==> src/rtl/fetch_pkg.sv <==
// Shared types for the fetch stage.
//   if_id_t : fetch -> decode pipeline record {valid, pc, instr}.
package fetch_pkg;

  typedef struct packed {
    logic        valid;
    logic [31:0] pc;
    logic [31:0] instr;
  } if_id_t;

endpackage

==> src/rtl/fetch.sv <==
// Instruction fetch stage.
//
// Owns the PC and issues in-order word requests to instruction memory.
// Returned words go into a small circular buffer and are presented to
// decode through if_id_o. Redirects from execute flush the buffer, retarget
// the PC and mark every still-outstanding request as stale, so its response
// is thrown away when it eventually returns.
//
// Optional build macro:
//   FETCH_PERF_EN : adds perf_fetched_o (pop count) and perf_stall_o
//                   (cycles with valid output held by stall).
//
// Ports:
//   clk_i, rst_i        clock, asynchronous active-high reset
//   stall_i             decode cannot accept; head entry is held
//   redirect_valid_i    redirect from execute
//   redirect_pc_i       redirect target (bits [1:0] ignored)
//   imem_req_valid_o    request valid
//   imem_req_ready_i    memory accepts the request
//   imem_req_addr_o     word-aligned request address
//   imem_rsp_valid_i    response beat (always accepted, in request order)
//   imem_rsp_data_i     instruction word
//   perf_fetched_o      (FETCH_PERF_EN only) number of pops
//   perf_stall_o        (FETCH_PERF_EN only) stalled-with-valid cycles
//   if_id_o             {valid, pc, instr} to decode
module fetch
  import fetch_pkg::*;
#(
  parameter logic [31:0] RESET_PC     = 32'h0000_0000,
  parameter int          BUF_DEPTH    = 4,
  parameter int          MAX_INFLIGHT = 2
) (
  input  logic        clk_i,
  input  logic        rst_i,
  input  logic        stall_i,
  input  logic        redirect_valid_i,
  input  logic [31:0] redirect_pc_i,
  output logic        imem_req_valid_o,
  input  logic        imem_req_ready_i,
  output logic [31:0] imem_req_addr_o,
  input  logic        imem_rsp_valid_i,
  input  logic [31:0] imem_rsp_data_i,
`ifdef FETCH_PERF_EN
  output logic [31:0] perf_fetched_o,
  output logic [31:0] perf_stall_o,
`endif
  output if_id_t      if_id_o
);

  localparam int PTR_W = (BUF_DEPTH > 1) ? $clog2(BUF_DEPTH) : 1;
  localparam int CNT_W = $clog2(BUF_DEPTH + 1);
  localparam int IF_W  = $clog2(MAX_INFLIGHT + 1);

  typedef struct packed {
    logic [31:0] pc;
    logic [31:0] instr;
  } entry_t;

  // State
  logic [31:0]      pc_q;
  logic [31:0]      rsp_pc_q;
  logic [IF_W-1:0]  inflight_q;
  logic [IF_W-1:0]  drop_q;
  logic [CNT_W-1:0] count_q;
  logic [PTR_W-1:0] rd_ptr;
  logic [PTR_W-1:0] wr_ptr;
  entry_t           buf_mem [BUF_DEPTH];

  // Combinational control
  logic        req_valid;
  logic        req_fire;
  logic        pop;
  logic        push;
  logic [31:0] target;

  // Word-align the redirect target by masking rather than slicing.
  assign target = redirect_pc_i & ~32'h3;

  // Issue only while both the in-flight budget and the buffer space that
  // those in-flight requests may later claim allow it. Neither sum can grow
  // without a fire, so a pending request stays stable until accepted.
  always_comb begin
    req_valid = 1'b0;
    if (!rst_i && !redirect_valid_i &&
        (32'(inflight_q) < 32'(MAX_INFLIGHT)) &&
        ((32'(inflight_q) + 32'(count_q)) < 32'(BUF_DEPTH)))
      req_valid = 1'b1;
  end

  assign imem_req_valid_o = req_valid;
  assign imem_req_addr_o  = pc_q;
  assign req_fire         = req_valid && imem_req_ready_i;

  assign pop  = (count_q != '0) && !stall_i;
  // A beat is kept only when no stale requests remain ahead of it and no
  // redirect is discarding this cycle's traffic.
  assign push = imem_rsp_valid_i && (drop_q == '0) && !redirect_valid_i;

  // Head of the buffer; zero when empty so decode sees a clean bubble.
  always_comb begin
    if_id_o = '0;
    if (count_q != '0) begin
      if_id_o.valid = 1'b1;
      if_id_o.pc    = buf_mem[rd_ptr].pc;
      if_id_o.instr = buf_mem[rd_ptr].instr;
    end
  end

  // Buffer storage: no reset needed, validity is tracked by count_q.
  always_ff @(posedge clk_i) begin
    if (push)
      buf_mem[wr_ptr] <= '{pc: rsp_pc_q, instr: imem_rsp_data_i};
  end

  always_ff @(posedge clk_i or posedge rst_i) begin
    if (rst_i) begin
      pc_q       <= RESET_PC;
      rsp_pc_q   <= RESET_PC;
      inflight_q <= '0;
      drop_q     <= '0;
      count_q    <= '0;
      rd_ptr     <= '0;
      wr_ptr     <= '0;
    end else begin
      inflight_q <= inflight_q + IF_W'(req_fire) - IF_W'(imem_rsp_valid_i);
      if (redirect_valid_i) begin
        pc_q     <= target;
        rsp_pc_q <= target;
        count_q  <= '0;
        rd_ptr   <= wr_ptr;
        // Everything still outstanding after this cycle is stale.
        drop_q   <= inflight_q - IF_W'(imem_rsp_valid_i);
      end else begin
        if (req_fire)
          pc_q <= pc_q + 32'd4;
        if (imem_rsp_valid_i && (drop_q != '0))
          drop_q <= drop_q - 1'b1;
        if (push) begin
          wr_ptr   <= wr_ptr + 1'b1;
          rsp_pc_q <= rsp_pc_q + 32'd4;
        end
        if (pop)
          rd_ptr <= rd_ptr + 1'b1;
        count_q <= count_q + CNT_W'(push) - CNT_W'(pop);
      end
    end
  end

`ifdef FETCH_PERF_EN
  logic [31:0] perf_fetched_q;
  logic [31:0] perf_stall_q;

  always_ff @(posedge clk_i or posedge rst_i) begin
    if (rst_i) begin
      perf_fetched_q <= '0;
      perf_stall_q   <= '0;
    end else begin
      if (pop)
        perf_fetched_q <= perf_fetched_q + 32'd1;
      if ((count_q != '0) && stall_i)
        perf_stall_q <= perf_stall_q + 32'd1;
    end
  end

  assign perf_fetched_o = perf_fetched_q;
  assign perf_stall_o   = perf_stall_q;
`endif

  // The issue rule reserves a buffer slot for every in-flight request, so
  // a push into a full buffer means the bookkeeping is broken.
  a_no_overflow : assert property (@(posedge clk_i) disable iff (rst_i)
    !(push && !pop && (32'(count_q) == 32'(BUF_DEPTH))));

  a_inflight_bound : assert property (@(posedge clk_i) disable iff (rst_i)
    32'(inflight_q) <= 32'(MAX_INFLIGHT));

endmodule

==> config.mk <==
export PLATFORM = sky130hd
export DESIGN_NAME = fetch
export DESIGN_NICKNAME = d
export VERILOG_FILES = /design/src/rtl/fetch_pkg.sv /design/src/rtl/fetch.sv
export SDC_FILE = /design/constraint.sdc
export NUM_CORES = 1
export LEC_CHECK = 0
export CAP_MARGIN = 10
export CORE_ASPECT_RATIO = 1.25
export CORE_MARGIN = 3
export CORE_UTILIZATION = 30
export CTS_CLUSTER_DIAMETER = 80
export DETAILED_ROUTE_END_ITERATION = 7
export GPL_TIMING_DRIVEN = 0
export PLACE_DENSITY = 0.46
export SYNTH_ARGS = -nofsm -noshare
export SYNTH_HDL_FRONTEND = slang
export SYNTH_SLANG_ARGS = --single-unit
==> constraint.sdc <==
create_clock -name clk_i -period 3.8 [get_ports clk_i]
set_input_delay 0.76 -clock clk_i [delete_from_list [all_inputs] [get_ports clk_i]]
set_output_delay 0.76 -clock clk_i [all_outputs]
set_load 0.005 [all_outputs]
==> results of run 1 <==
## state kept, by name, summed over array words and instances (netlist names)
name / count
buf_mem: 248
count_q: 3
drop_q: 2
imem_req_addr_o: 30
inflight_q: 2
rd_ptr: 2
rsp_pc_q: 30
wr_ptr: 2
## repair_timing
item / CTS / global route
endpoints found under the hold margin: 0 / 0
endpoints found under the setup margin: 59 / 13
buffers inserted: 0 / 0
gates resized for setup: 15 / 5
## critical path, cell delays in order, from the launching register on
cell             delay, ps
dfrtp_2                580
clkdlybuf4s18_2        520
mux4_2                 550
nor2b_1                150
clkdlybuf4s50_1        500
## placed cells by master (no fill, tap or decap), drive strengths merged, types with 2 or more instances in the layout
| cell | instances |
|---|---|
| xor2 | 19 |
| nor3 | 9 |
| and3 | 8 |
| nand4 | 15 |
| nand2b | 2 |
| clkinvlp | 4 |
| buf | 15 |
| nor2 | 24 |
| and2 | 9 |
| edfxtp | 248 |
| clkdlybuf4s15 | 3 |
| or4 | 5 |
| a31oi | 6 |
| clkbuf | 65 |
| a21oi | 8 |
| nand3 | 31 |
| dfrtp | 71 |
| mux4 | 62 |
| nor2b | 63 |
| a41oi | 4 |
| o311ai | 12 |
| o211ai | 13 |
| clkinv | 13 |
| ha | 13 |
| and4 | 5 |
| clkdlybuf4s50 | 161 |
| nand2 | 54 |
| bufinv | 3 |
| a21o | 2 |
| mux2 | 10 |
| o21ai | 41 |
| nor4 | 9 |
| xnor2 | 22 |
| conb | 4 |
| inv | 20 |
## per-layer routing
layer,routed length [um],up-vias
met3,1363,55
met1,14810,3960
met2,16160,199
met5,0,-
met4,803,0
li1,-,3627
## layout make-up
| class | instances | share of cell area |
|---|---|---|
| flip-flops and latches | 319 | 0.5422 |
| well taps | 565 | 0.04155 |
| multi-input cells | 458 | 0.2313 |
| repair buffers | 167 | 0.1030 |
| inverters | 21 | 0.004780 |
| plain buffers | 37 | 0.01118 |
| clock buffers | 41 | 0.05589 |
| clock inverters | 19 | 0.01007 |
## worst max-delay path by stage
stage	end	slack [ps]
4_1_cts	if_id_o[34]	50
5_1_grt	if_id_o[42]	1
6_report	if_id_o[9]	220
3_5_place_dp	inflight_q[1]	-230
2_1_floorplan	buf_mem[0][0]	570
3_3_place_gp	buf_mem[1][31]	-2020
## through the flow
step	power, mW	instances
floorplan	6.079	837
global placement	7.810	1563
detailed placement	7.858	1569
CTS	11.27	1627
global route	11.61	1627
finish	10.99	1627
## power breakdown
part	switching [mW]	leakage (nW)	internal, mW	total (mW)
Combinational	1.44	2.06	1.90	3.34
Clock	1.34	0.540	1.98	3.33
Sequential	0.269	3.09	4.06	4.33
## cell families after synthesis
family          count (synthesis)
fa+ha+maj                      14
other cells                     1
flops                         319
buf+inv                        60
xor+xnor                       41
compound gates                 90
mux                            73
simple gates                  236
==> impl_metrics.toml, run 1 <==
[setup_path]
cp_data_arrival_time_ps = 2820
startpoint = "rd_ptr[0]"
r2r_cells = 10
worstSetupPathType = "register to output port"
critPathLaunchType = "register"
r2r-end = "inflight_q[1]"
r2r_setup_slack_ps = 490
worstPathRequired_ps = 3040
endpoint_kind = "output port"
r2r_start = "inflight_q[1]"
critical_path.max_fanout = 10

[logic_synthesis]
synthCells = 834
synth_top_area_cell = "edfxtp_1"
synth.most_common_cell = "edfxtp_1"
synthFlopType = "edfxtp_1"
synth_edf_count = 248
synth_area_leaders = "edfxtp_1 (56%), dfrtp_1 (13%), mux4_2 (10%)"
async_flop_share = 0.2226
synth_top_family_by_area = "multiplexers"
synth_commonest_cells = "edfxtp_1 (248), dfrtp_1 (71), nor2b_1 (63)"
synthMuxAreaShare = 0.1136
yosysUniqueCellTypes = 45
avgSynthCellArea_sq_um = 16.04
synthSimpleGateAreaFrac = 0.09559
synth_area_sq_um = 13380
synth-seq-area-share = 0.6896
synth_xor_area_frac = 0.02685
synth_compound_area_frac = 0.04237
synth_top_area_frac = 0.5567
ys_seq_elements = 319
ys_warn_count = 0
synthAdderAreaFrac = 0.01366

[timing]
drv_slew = 0
worstMarginPinSlew_ps = 977.6
period_needed_ps = 3584
period_share = 0.9432
tns_ps = 0
holdWs_ps = 538.4
setup_violations = 0
maxSlewHeadroom = 0.3423
hold_violations = 0
clock.fmax_mhz = 279.0
rsz0062_at_grt = "no"
worst_slack_ps = 216.0
fin_skew_ps = 14.01

[min_path]
hold_path_class = "register to register"
hp-start = "inflight_q[0]"
hold_end = "inflight_q[0]"
hold-path-cell-count = 1

[grt]
grt_overflow_total = 0
grt_max_degree = 44
use_met2 = 0.2369
antenna_found_initial = 0
grt_pass1_vias = 8410
track_usage = 0.1397
grt-busiest-layer = "met2"
met1_usage = 0.1845
grt_pass1_wl_mm = 51.16
use_met3 = 0.02532

[die]
die_width_um = 194.9
die_h_um = 242.1
start_util = 0.3068
boundaryPins = 168
core_sq_um = 43600
row_count = 85
die-area_sq_um = 47170

[clock_tree]
h-tree-depth = 2
clk_latency_ps = 520
cts-root-buf = "clkbuf_16"
cts_tree = "built"
hold_buffers = 0
clock_path_buffers = 3
cts_sinks = 319
cts_made_buffers = 34
clk_pin_slew_ps = 60

[drt]
drc = 0
routed-via-count = 7841
routed_wl_mm = 33.13
first_iter_violations = 425
avgViaCountPerCell = 4.819
wl_per_cell_um = 20.36
dr.pass1.iters = 4
ant_nets = 0

[power]
leakage_nw = 5.688
vdd.ir_drop.worst_v = 0.0002527
power_density_nw_per_um2 = 645.8

[cells_and_area]
syn_to_final_growth_pct = 27.20
fin_area_sq_um = 17020
fin_util = 0.3902
nets = 1122
fillers = 4123
diodes = 0
drive_gt1_frac = 0.1441
multi_input_area_sq_um = 3936
seq_area_sq_um = 9225

[place]
finalWeightedCongestion = 0.8659
portBuffers = 161
placed_cell_area_sq_um = 15870
post-place-ws_ps = -231.6
hpwl_mm = 22.27

[run]
cap_violations = 0

[status]
status = "finished clean"
Note: power is estimated with default switching activity, not from simulation.
==> inputs of run 2 (changes only) <==
==> constraint.sdc (replaced) <==
create_clock -name clk_i -period 3.9 [get_ports clk_i]
set_input_delay 0.78 -clock clk_i [delete_from_list [all_inputs] [get_ports clk_i]]
set_output_delay 0.78 -clock clk_i [all_outputs]
set_load 0.005 [all_outputs]
==> run 2 against run 1 <==
Routed wire length hardly changed. Final area barely moved. Clock power decreased by 3%. Register-to-register slack gained 100 ps. Setup slack improved by 39 ps. Clock-buffer cell count unchanged. Largest cell class unchanged.
==> impl_metrics.toml, run 2 (synthesized netlist as in run 1, its figures left out) <==
[timing]
maxSlewHeadroom = 0.3407
hold_violations = 0
rsz0062_at_grt = "no"
period_needed_ps = 3645
drv_slew = 0
holdWs_ps = 538.4
period_share = 0.9345
fin_skew_ps = 14.07
worstMarginPinSlew_ps = 979.9
setup_violations = 0
clock.fmax_mhz = 274.4
worst_slack_ps = 255.4

[min_path]
hold_path_class = "register to register"
hold_end = "inflight_q[0]"
hp-start = "inflight_q[0]"
hold-path-cell-count = 1

[power]
p_total_mw = 10.71
vdd.ir_drop.worst_v = 0.0002463
power_density_nw_per_um2 = 629.1
leakage_nw = 5.689

[cells_and_area]
most-common-layout-cells = "edfxtp_1 (248), clkdlybuf4s50_1 (161), dfrtp_1 (70)"
mostFrequentLayoutCell = "edfxtp_1"
nets = 1122
syn_to_final_growth_pct = 27.30
drive_gt1_frac = 0.1441
final_cells = 1627
diodes = 0
largest_reg_flops = 248
largest-register = "buf_mem"

[die]
die_h_um = 242.1
row_count = 85
boundaryPins = 168
die-area_sq_um = 47170
core_sq_um = 43600
die_width_um = 194.9
start_util = 0.3068

[grt]
grt_pass1_wl_mm = 51.16
grt_max_degree = 44
track_usage = 0.1397
antenna_found_initial = 0
grt_overflow_total = 0
grt_pass1_vias = 8410

[drt]
avgViaCountPerCell = 4.823
dr.pass1.iters = 4
drc = 0
ant_nets = 0
first_iter_violations = 425
routed-via-count = 7847
wl_per_cell_um = 20.36
routed_wl_mm = 33.13

[setup_path]
critPathLaunchType = "register"
worstSetupPathType = "register to output port"
r2r_start = "inflight_q[1]"
max_stage_delay_ps = 590
startpoint = "rd_ptr[0]"
r2r_cells = 10
worstPathCellList = "clkdlybuf4s15_2 > mux4_2 > nor2b_1 > clkdlybuf4s50_1"
critical_path.max_fanout = 10
slowest_stage = "dfrtp_2"
worstPathRequired_ps = 3120
r2r-end = "inflight_q[1]"
r2r_setup_slack_ps = 590
cp_data_arrival_time_ps = 2860
endpoint_kind = "output port"

[place]
portBuffers = 161
finalWeightedCongestion = 0.8659
post-place-cells = 1569
hpwl_mm = 22.27
post-place-ws_ps = -151.6

[clock_tree]
clk_pin_slew_ps = 60
clock_path_buffers = 3
clk_latency_ps = 520
cts_sinks = 319
cts_made_buffers = 34
cts-root-buf = "clkbuf_16"
cts_tree = "built"
h-tree-depth = 2

[run]
cap_violations = 0

[status]
status = "finished clean"
-- run 2: cell types whose count changed in the layout (fill, tap and decap cells not counted) --
cell / delta
buf_2: -2
clkdlybuf4s15_2: +3
clkdlybuf4s18_2: -1
-- run 2: repair_timing --
action	4_1_cts	5_1_grt
hold buffers	0	0
resized for setup	15	0
setup endpoints to repair	59	0
buffers inserted	0	0
hold endpoints to repair	0	0
-- run 2: final cells by class --
| cell class | count | area, sq um |
|---|---|---|
| buffer | 37 | 203.9 |
| clock buffer | 41 | 950.9 |
| clock inverter | 19 | 171.4 |
| fill | 4122 | 26580 |
| inverter | 21 | 81.33 |
| multi-input combinational | 458 | 3936 |
| sequential | 319 | 9225 |
| tap | 565 | 706.9 |
| timing repair buffer | 167 | 1753 |
-- run 2: worst max-delay path, delay by kind of cell (launching register included) --
family                 cells  cell delay [ps]
buffers and inverters      2             1060
flip-flops                 1              590
multiplexers               1              560
AND/OR/NAND/NOR            1              150
-- run 2: how the worst max path moves through the flow --
stage,to,slack (ps),depth (start not counted)
CTS,if_id_o[34],130,4
finish,if_id_o[53],260,4
global placement,buf_mem[1][31],-1940,4
global route,if_id_o[34],30,4
detailed placement,inflight_q[1],-150,10
floorplan,buf_mem[0][0],650,3
-- run 2: power breakdown --
part	switching, mW	internal (mW)
Clock	1.31	1.93
Combinational	1.40	1.86
Sequential	0.263	3.95
Total	2.97	7.74
-- run 2: layer usage --
layer / vias to the layer above / GRT usage / wire length, um
met2: 199 / 0.2369 / 16160
li1: 3626 / - / -
met1: 3967 / 0.1845 / 14800
met3: 55 / 0.02532 / 1362
met5: - / 0 / 0
met4: 0 / 0.03986 / 803
-- run 2: per-stage QoR --
stage,TNS (ps),area [sq um],util
2_1_floorplan,0,13390,-
3_3_place_gp,-509040,15710,0.3602
3_5_place_dp,-889.1,15870,0.3638
4_1_cts,0,17030,0.3905
5_1_grt,0,17030,0.3905
6_report,0,17030,0.3905
